--- config.mk ---
export PLATFORM = sky130hd
export DESIGN_NAME = contador_param
export DESIGN_NICKNAME = d
export VERILOG_FILES = /design/src/rtl/contador_param.sv
export SDC_FILE = /design/constraint.sdc
export NUM_CORES = 1
export LEC_CHECK = 0
export CAP_MARGIN = 25
export CORE_MARGIN = 3
export CORE_UTILIZATION = 47
export DETAILED_ROUTE_END_ITERATION = 12
export PLACE_DENSITY = 0.77
export SLEW_MARGIN = 10
export SYNTH_ARGS = -nofsm -noshare
export SYNTH_HDL_FRONTEND = slang
export SYNTH_SLANG_ARGS = --single-unit
--- constraint.sdc ---
create_clock -name clck -period 3.57 [get_ports clck]
set_clock_uncertainty 0.15 [all_clocks]
set_input_delay 0.5355 -clock clck [delete_from_list [all_inputs] [get_ports clck]]
set_output_delay 0.5355 -clock clck [all_outputs]
set_load 0.05 [all_outputs]
--- src/rtl/contador_param.sv ---
// Parametrised up/down counter with load, programmable inclusive limit,
// wrap or saturate boundary handling, terminal-count pulse and sticky overflow.
module contador_param #(
    parameter int WIDTH = 12,
    parameter int STEP  = 1,
    parameter int MODE  = 0
) (
    input  logic             clck,
    input  logic             rst,
    input  logic             CLR,
    input  logic             LD,
    input  logic             EN,
    input  logic             UP,
    input  logic [WIDTH-1:0] INP,
    input  logic [WIDTH-1:0] LIM,
    output logic [WIDTH-1:0] OTP,
    output logic             TC,
    output logic             OVF
);

    localparam logic [WIDTH:0] STEP_W = (WIDTH+1)'(STEP);

    logic [WIDTH-1:0] r_cnt;
    logic             r_tc;
    logic             r_ovf;

    logic [WIDTH:0]   w_sum;
    logic [WIDTH-1:0] w_diff;
    logic [WIDTH-1:0] w_load;
    logic             w_up_bound;
    logic             w_dn_bound;

    // The extra sum bit keeps a carry past the top of the range visible as a boundary.
    assign w_sum      = {1'b0, r_cnt} + STEP_W;
    assign w_diff     = r_cnt - STEP_W[WIDTH-1:0];
    assign w_load     = (INP > LIM) ? LIM : INP;
    assign w_up_bound = (w_sum > {1'b0, LIM});
    assign w_dn_bound = ({1'b0, r_cnt} < STEP_W);

    always_ff @(posedge clck or negedge rst) begin
        if (!rst) begin
            r_cnt <= '0;
            r_tc  <= 1'b0;
            r_ovf <= 1'b0;
        end else if (CLR) begin
            r_cnt <= '0;
            r_tc  <= 1'b0;
            r_ovf <= 1'b0;
        end else if (LD) begin
            r_cnt <= w_load;
            r_tc  <= 1'b0;
        end else if (EN) begin
            if (UP) begin
                if (w_up_bound) begin
                    r_cnt <= (MODE == 0) ? '0 : LIM;
                    r_tc  <= 1'b1;
                    r_ovf <= 1'b1;
                end else begin
                    r_cnt <= w_sum[WIDTH-1:0];
                    r_tc  <= 1'b0;
                end
            end else begin
                if (w_dn_bound) begin
                    r_cnt <= (MODE == 0) ? LIM : '0;
                    r_tc  <= 1'b1;
                    r_ovf <= 1'b1;
                end else begin
                    r_cnt <= w_diff;
                    r_tc  <= 1'b0;
                end
            end
        end else begin
            r_tc <= 1'b0;
        end
    end

    assign OTP = r_cnt;
    assign TC  = r_tc;
    assign OVF = r_ovf;

endmodule

==> flow_summary_export.csv, run 1 <==
group,metric,value,unit
outcome,status,"complete, no violations",
synth,synth-adder-area-share,15.2,%
power,switching_power,0.000382,W
timing,hold_slack,0.325,ns
setup_path,r2r_start,"OTP[0]$_DFFE_PN0P_",
layout,drive_gt1_share,19.5,%
synth,netlist_area,2140,um^2
setup_path,worst_ep_required_time,3.57,ns
power,p_clk_share,18.7,%
synth,postSynthCellCount,275,
setup_path,r2r_slack,0.10,ns
power,p_int,0.000491,W
grt,grt_first_pass_wirelength,10400,um
layout,area_growth_syn_to_layout,39.0,%
clocking,cts_buffers,3,
synth,yosysSeqAreaShare,16.4,%
timing,setup_viol,0,
synth,synthSimpleGateAreaFrac,23.6,%
synth,synth_top_family_by_area,"compound AO/OA/AOI/OAI gates",
synth,synth-seq-cells,14,
power,power.total,0.000872,W
place,gp_congestion,0.960,
clocking,cts_htree_levels,1,
clocking,clk_pin_slew,0.07,ns
grt,grt_overflow_total,0,
clocking,cts_buffer_depth,2,
synth,synth.distinct_cells,55,
synth,avgSynthCellArea,7.78,um^2
setup_path,critical_path_arrival,3.47,ns
min_path,min_path_cells,1,
synth,ys.flop_type,"dfrtp_1",
setup_path,max_stage_delay,0.43,ns
timing,timing.setup.tns,0,ns
floorplanning,core_area,4200,um^2
grt,grt_antenna_before_repair,0,
synth,ys_warn_count,0,
power,p_leak,1.30,nW
setup_path,regToRegEndpoint,"OTP[1]$_DFFE_PN0P_",
setup_path,crit_chain,"and3_4 -> nand3_4 -> or2_4 -> nand2b_4 -> xnor2_4 -> ha_4 -> nand3_2 -> nand2b_4 -> or3_4 -> o311a_4 -> nor3b_4 -> buf_12 -> buf_8 -> a21oi_2 -> a2111oi_4",
detailed_routing,vias_per_cell,6.34,
detailed_routing,dr.pass1.iters,5,
layout,diodes,0,
detailed_routing,drtIter0Drc,426,
setup_path,critPathBufInv,2,
power,seqPwrFrac,23.7,%
place,numPortBuffers,43,
place,dp_hpwl,5320,um
setup_path,cpMostUsedCell,"nand2b_4",
setup_path,startpoint_type,"register",
detailed_routing,routedWlPerCell,18.3,um
power,ir_worst_vdd,0.127,mV
setup_path,rr_worst_depth,15,
min_path,min_to,"OVF$_DFFE_PN0P_",
synth,async_reset_ff_share,100,%
synth,synthMuxAreaShare,6.14,%
clocking,clk_latency,0.25,ns
layout,layout_common_cells,"43 x clkdlybuf4s50_1, 24 x ha_1, 22 x nand2_1",
floorplanning,die_h,73.5,um
min_path,hold_class,"register to register",
clocking,cts_sinks,14,
setup_path,cp_top_family,"simple AND/OR/NAND/NOR gates",
power,netSwitchingFraction,43.8,%
floorplanning,die-width,73.5,um
synth,synth_nets,331,
timing,fin_crit_sh,97.2,%
floorplanning,start_util,51.0,%
timing,worstMarginPinSlew,0.674,ns
synth,synth_enable_flop_cells,0,
setup_path,crit_slowest_cell,"dfrtp_2",
timing,finalCriticalPeriod,3.47,ns
layout,final_common_cell,"clkdlybuf4s50_1",
grt,grt_usage,25.0,%
job,drv_cap,0,
floorplanning,dieArea,5400,um^2
setup_path,critPathMaxFanout,5,
clocking,cts_tree,"built",
setup_path,crit_cells,15,
floorplanning,rows,23,
detailed_routing,detail_route.wirelength,6930,um
detailed_routing,drc,0,
grt,grt_max_degree,15,
timing,slew_violations,0,
layout,nNetsFinal,385,
power,p_per_area,293,nW/um^2
power,pwr-share-comb,57.6,%
clocking,root_buffer,"clkbuf_8",
timing,finalHoldViolCount,0,
floorplanning,ioPinCount,44,
timing,relSlewSlack,54.9,%
min_path,hold_start,"OVF$_DFFE_PN0P_",
detailed_routing,vias,2396,
synth,synth-xor-area-share,6.14,%
timing,rsz0062_at_grt,"true",
timing,max_freq,0.288,GHz
detailed_routing,ant_nets,0,
grt,grt_pass1_vias,2169,
synth,synth-compound-area-share,26.3,%
setup_path,path_class,"register to register",
setup_path,endpoint_kind,"register",
[registers in the layout, indices dropped and copies added, names as in the netlist]
signal,count
OVF,1
TC,1
OTP,12
[how the worst max path moves through the flow]
stage                                   from            endpoint  slack [ns]
after global placement    OTP[0]$_DFFE_PN0P_  OTP[1]$_DFFE_PN0P_        0.16
after floorplan           OTP[0]$_DFFE_PN0P_  OTP[1]$_DFFE_PN0P_        0.02
after CTS                 OTP[0]$_DFFE_PN0P_  OTP[1]$_DFFE_PN0P_        0.04
final                     OTP[0]$_DFFE_PN0P_  OTP[1]$_DFFE_PN0P_        0.10
after global routing      OTP[0]$_DFFE_PN0P_  OTP[1]$_DFFE_PN0P_       -0.04
after detailed placement  OTP[0]$_DFFE_PN0P_  OTP[1]$_DFFE_PN0P_        0.07
[power by group through the flow]
stage / sequential (W) / combinational, W / clock [W]
floorplan: 0.000247 / 0.000259 / 0
global placement: 0.000203 / 0.000453 / 0
detailed placement: 0.000203 / 0.000459 / 0
CTS: 0.000200 / 0.000461 / 0.000161
global route: 0.000210 / 0.000544 / 0.000167
finish: 0.000207 / 0.000502 / 0.000163
[cells in the mapped netlist (5+ instances only)]
cell type  count  share of area [%]
ha_1          26                 15
nand2_1       24                4.2
nor2_1        20                3.5
a21oi_1       19                4.4
inv_1         18                3.2
o21ai_0       17                4.0
dfrtp_1       14                 16
clkbuf_1      13                2.3
mux2i_1       12                5.6
xnor2_1       10                4.1
nand3_1        8                1.9
nor3_1         8                1.9
nand2b_1       6                1.8
a21o_1         5                1.8
o31ai_1        5                1.8
xor2_1         5                2.0
[repair_timing]
item,in CTS,in global routing
resized for setup,0,24
hold buffers,0,0
hold endpoints to repair,0,0
setup buffers,0,7
setup endpoints to repair,0,13
[metal layers]
layer	global-route usage, %	up-vias	routed length, um
li1	-	1117	-
met5	0	-	0
met4	7.04	0	169
met2	39.8	150	3110
met3	4.92	23	787
met1	34.3	1106	2860
[worst reg2reg max path, delay by kind of cell, from the launching register on]
| kind | cells | cell delay (ns) |
|---|---|---|
| simple gates | 8 | 1.61 |
| buf+inv | 2 | 0.24 |
| fa+ha+maj | 1 | 0.29 |
| compound gates | 3 | 0.49 |
| flops | 1 | 0.43 |
| xor+xnor | 1 | 0.14 |
[kinds of logic after synthesis]
| kind of cell | after synthesis |
|---|---|
| flip-flops | 14 |
| adder cells (fa/ha/maj) | 26 |
| multiplexers | 13 |
| buffers and inverters | 34 |
| AO/OA/AOI/OAI | 79 |
| XOR/XNOR | 15 |
| AND/OR/NAND/NOR | 94 |
[final cells by class]
type                            count  area [um^2]
Fill cell                         324         1220
Multi-Input combinational cell    227         1810
Inverter                           18         67.6
Sequential cell                    14          359
Timing Repair Buffer               65          619
Clock buffer                        4         55.1
Tap cell                           50         62.6
[stage by stage]
step	cells	area [um^2]	util (%)	worst slack, ns
floorplan	275	2170	-	0.0186
global placement	367	2720	64.7	0.158
detailed placement	367	2720	64.7	0.0659
CTS	371	2770	66.0	0.0400
global route	378	2980	70.8	-0.0357
finish	378	2980	70.8	0.100
No activity file was read; power rests on OpenSTA's default activity.
==> inputs of run 2 (changes only) <==
Settings changed: CORE_UTILIZATION 47 to 57, PLACE_DENSITY 0.77 to 0.88.
Clock period 3.57 ns to 4.1 ns, I/O delays scaled along.
==> run 2 against run 1 <==
- sequential cell count is the same
- register-to-register slack improved by 0.14 ns
- non-clock buffer count decreased by 11
- clock power shrank 27%
- largest cell class unchanged
- sequential share of layout area is 0.95 points higher
==> flow_summary_export.csv, run 2 (synthesis gave the netlist of run 1 again) <==
group,metric,value,unit
outcome,status,"complete, no violations",
clocking,cts_sinks,14,
layout,drive_gt1_share,9.18,%
detailed_routing,vias_per_cell,6.36,
grt,grt_overflow_total,0,
clocking,cts_buffer_depth,2,
grt,grt_usage,29.5,%
setup_path,worst_ep_required_time,4.09,ns
detailed_routing,routedWlPerCell,17.9,um
job,drv_cap,0,
timing,max_freq,0.259,GHz
power,p_leak,1.19,nW
setup_path,critical_path_arrival,3.85,ns
power,p_per_area,257,nW/um^2
clocking,ctsHoldBuffers,0,
detailed_routing,ant_nets,0,
floorplanning,ioPinCount,44,
clocking,cts_buffers,3,
setup_path,crit_chain,"ha_1 -> nand3_1 -> nor3_2 -> and4_1 -> xor2_1 -> ha_1 -> a21o_1 -> a21oi_1 -> o21ai_0 -> o311a_4 -> nor3b_4 -> buf_4 -> a21oi_1 -> a2111oi_2",
layout,final_common_cell,"clkdlybuf4s50_1",
floorplanning,core_area,3470,um^2
layout,fill_cells,270,
grt,grt_antenna_before_repair,0,
setup_path,crit_slowest_cell,"dfrtp_1",
timing,worstMarginPinSlew,0.701,ns
place,numPortBuffers,43,
floorplanning,die_h,67.3,um
setup_path,max_stage_delay,0.49,ns
timing,finalHoldViolCount,0,
grt,grt_max_degree,18,
power,ir_worst_vdd,0.133,mV
setup_path,startpoint_type,"register",
place,gp_congestion,0.950,
setup_path,path_class,"register to register",
layout,multi_input_area,1660,um^2
timing,finalCriticalPeriod,3.86,ns
place,place_inst,357,
timing,fin_crit_sh,94.2,%
clocking,clk_pin_slew,0.06,ns
place,dp_hpwl,5150,um
layout,area_growth_syn_to_layout,25.7,%
clocking,cts_htree_levels,1,
setup_path,endpoint_kind,"register",
layout,diodes,0,
detailed_routing,dr.pass1.iters,5,
detailed_routing,drtIter0Drc,431,
floorplanning,rows,21,
setup_path,cp_top_family,"compound AO/OA/AOI/OAI gates",
layout,nNetsFinal,374,
timing,slew_violations,0,
timing,setup_viol,0,
layout,largest_register_ffs,12,
grt,grt_first_pass_wirelength,10000,um
detailed_routing,detail_route.wirelength,6490,um
grt,grt_pass1_vias,2082,
setup_path,critPathBufInv,1,
timing,timing.setup.tns,0,ns
layout,final-seq-area,350,um^2
floorplanning,dieArea,4530,um^2
setup_path,critPathMaxFanout,9,
floorplanning,start_util,61.7,%
timing,rsz0062_at_grt,"false",
min_path,hold_class,"register to register",
detailed_routing,drc,0,
detailed_routing,vias,2301,
layout,stdcell_count,362,
layout,layout_common_cells,"43 x clkdlybuf4s50_1, 26 x ha_1, 24 x nand2_1",
clocking,cts_tree,"built",
clocking,clk_latency,0.25,ns
clocking,root_buffer,"clkbuf_8",
floorplanning,die-width,67.3,um
timing,relSlewSlack,53.1,%
## run 2: repair_timing
action                                  4_1_cts  5_1_grt
resized for setup                             0        1
endpoints found under the setup margin        0        6
buffers inserted                              0        2
## run 2: final timing paths
check | from | to | slack, ns | depth (start not counted)
max in group asynchronous | rst | OTP[8]$_DFFE_PN0P_ | 2.74 | 1
hold / removal | OVF$_DFFE_PN0P_ | OVF$_DFFE_PN0P_ | 0.34 | 1
setup reg to reg | OTP[0]$_DFFE_PN0P_ | OTP[6]$_DFFE_PN0P_ | 0.24 | 14
hold reg to reg | OVF$_DFFE_PN0P_ | OVF$_DFFE_PN0P_ | 0.34 | 1
setup / recovery | OTP[0]$_DFFE_PN0P_ | OTP[6]$_DFFE_PN0P_ | 0.24 | 14
min in group asynchronous | rst | OTP[7]$_DFFE_PN0P_ | 0.63 | 1
## run 2: power by group
group | total, W | switching [W] | leakage (nW) | internal (W)
Clock | 0.000119 | 0.0000542 | 0.0216 | 0.0000653
Combinational | 0.000395 | 0.000230 | 0.987 | 0.000165
Sequential | 0.000176 | 0.0000252 | 0.185 | 0.000151
Total | 0.000691 | 0.000310 | 1.19 | 0.000381
## run 2: area by class of cell
type | instances | share of cell area, %
multi-input combinational | 227 | 61.7
tap | 46 | 2.14
sequential | 14 | 13.0
clock buffer | 3 | 1.53
inverter | 18 | 2.51
timing repair buffer | 54 | 19.1
## run 2: per-layer routing
metal / global-route usage (%) / part of all wire [%] / up-vias
li1: - / - / 1100
met1: 41.6 / 42 / 1026
met2: 47.1 / 46 / 156
met3: 2.33 / 10 / 19
met4: 9.87 / 2.1 / 0
met5: 0 / 0 / -
## run 2: worst reg2reg max path: stages (launching register included)
cell	delay (ns)
dfrtp_1	0.49
ha_1	0.29
nand3_1	0.19
nor3_2	0.25
and4_1	0.23
xor2_1	0.26
ha_1	0.30
a21o_1	0.16
a21oi_1	0.17
o21ai_0	0.17
o311a_4	0.37
nor3b_4	0.18
buf_4	0.19
a21oi_1	0.10
a2111oi_2	0.25
## run 2: through the flow
step	cell area, um^2	setup slack, ns	hold WS (ns)	total power, W	util (%)
2_1_floorplan	2140	0.265	0.169	0.000436	-
5_1_grt	2690	0.0483	0.384	0.000728	77.6
3_5_place_dp	2630	0.178	0.327	0.000560	75.8
3_3_place_gp	2630	0.355	0.317	0.000554	75.8
6_report	2690	0.237	0.339	0.000691	77.6
4_1_cts	2670	0.100	0.340	0.000679	77.0
==> inputs of run 3 (changes only) <==
Settings changed: GPL_TIMING_DRIVEN set to 1.
==> results of run 3 <==
Final layout, timing and power as in run 2 (identical DEF).
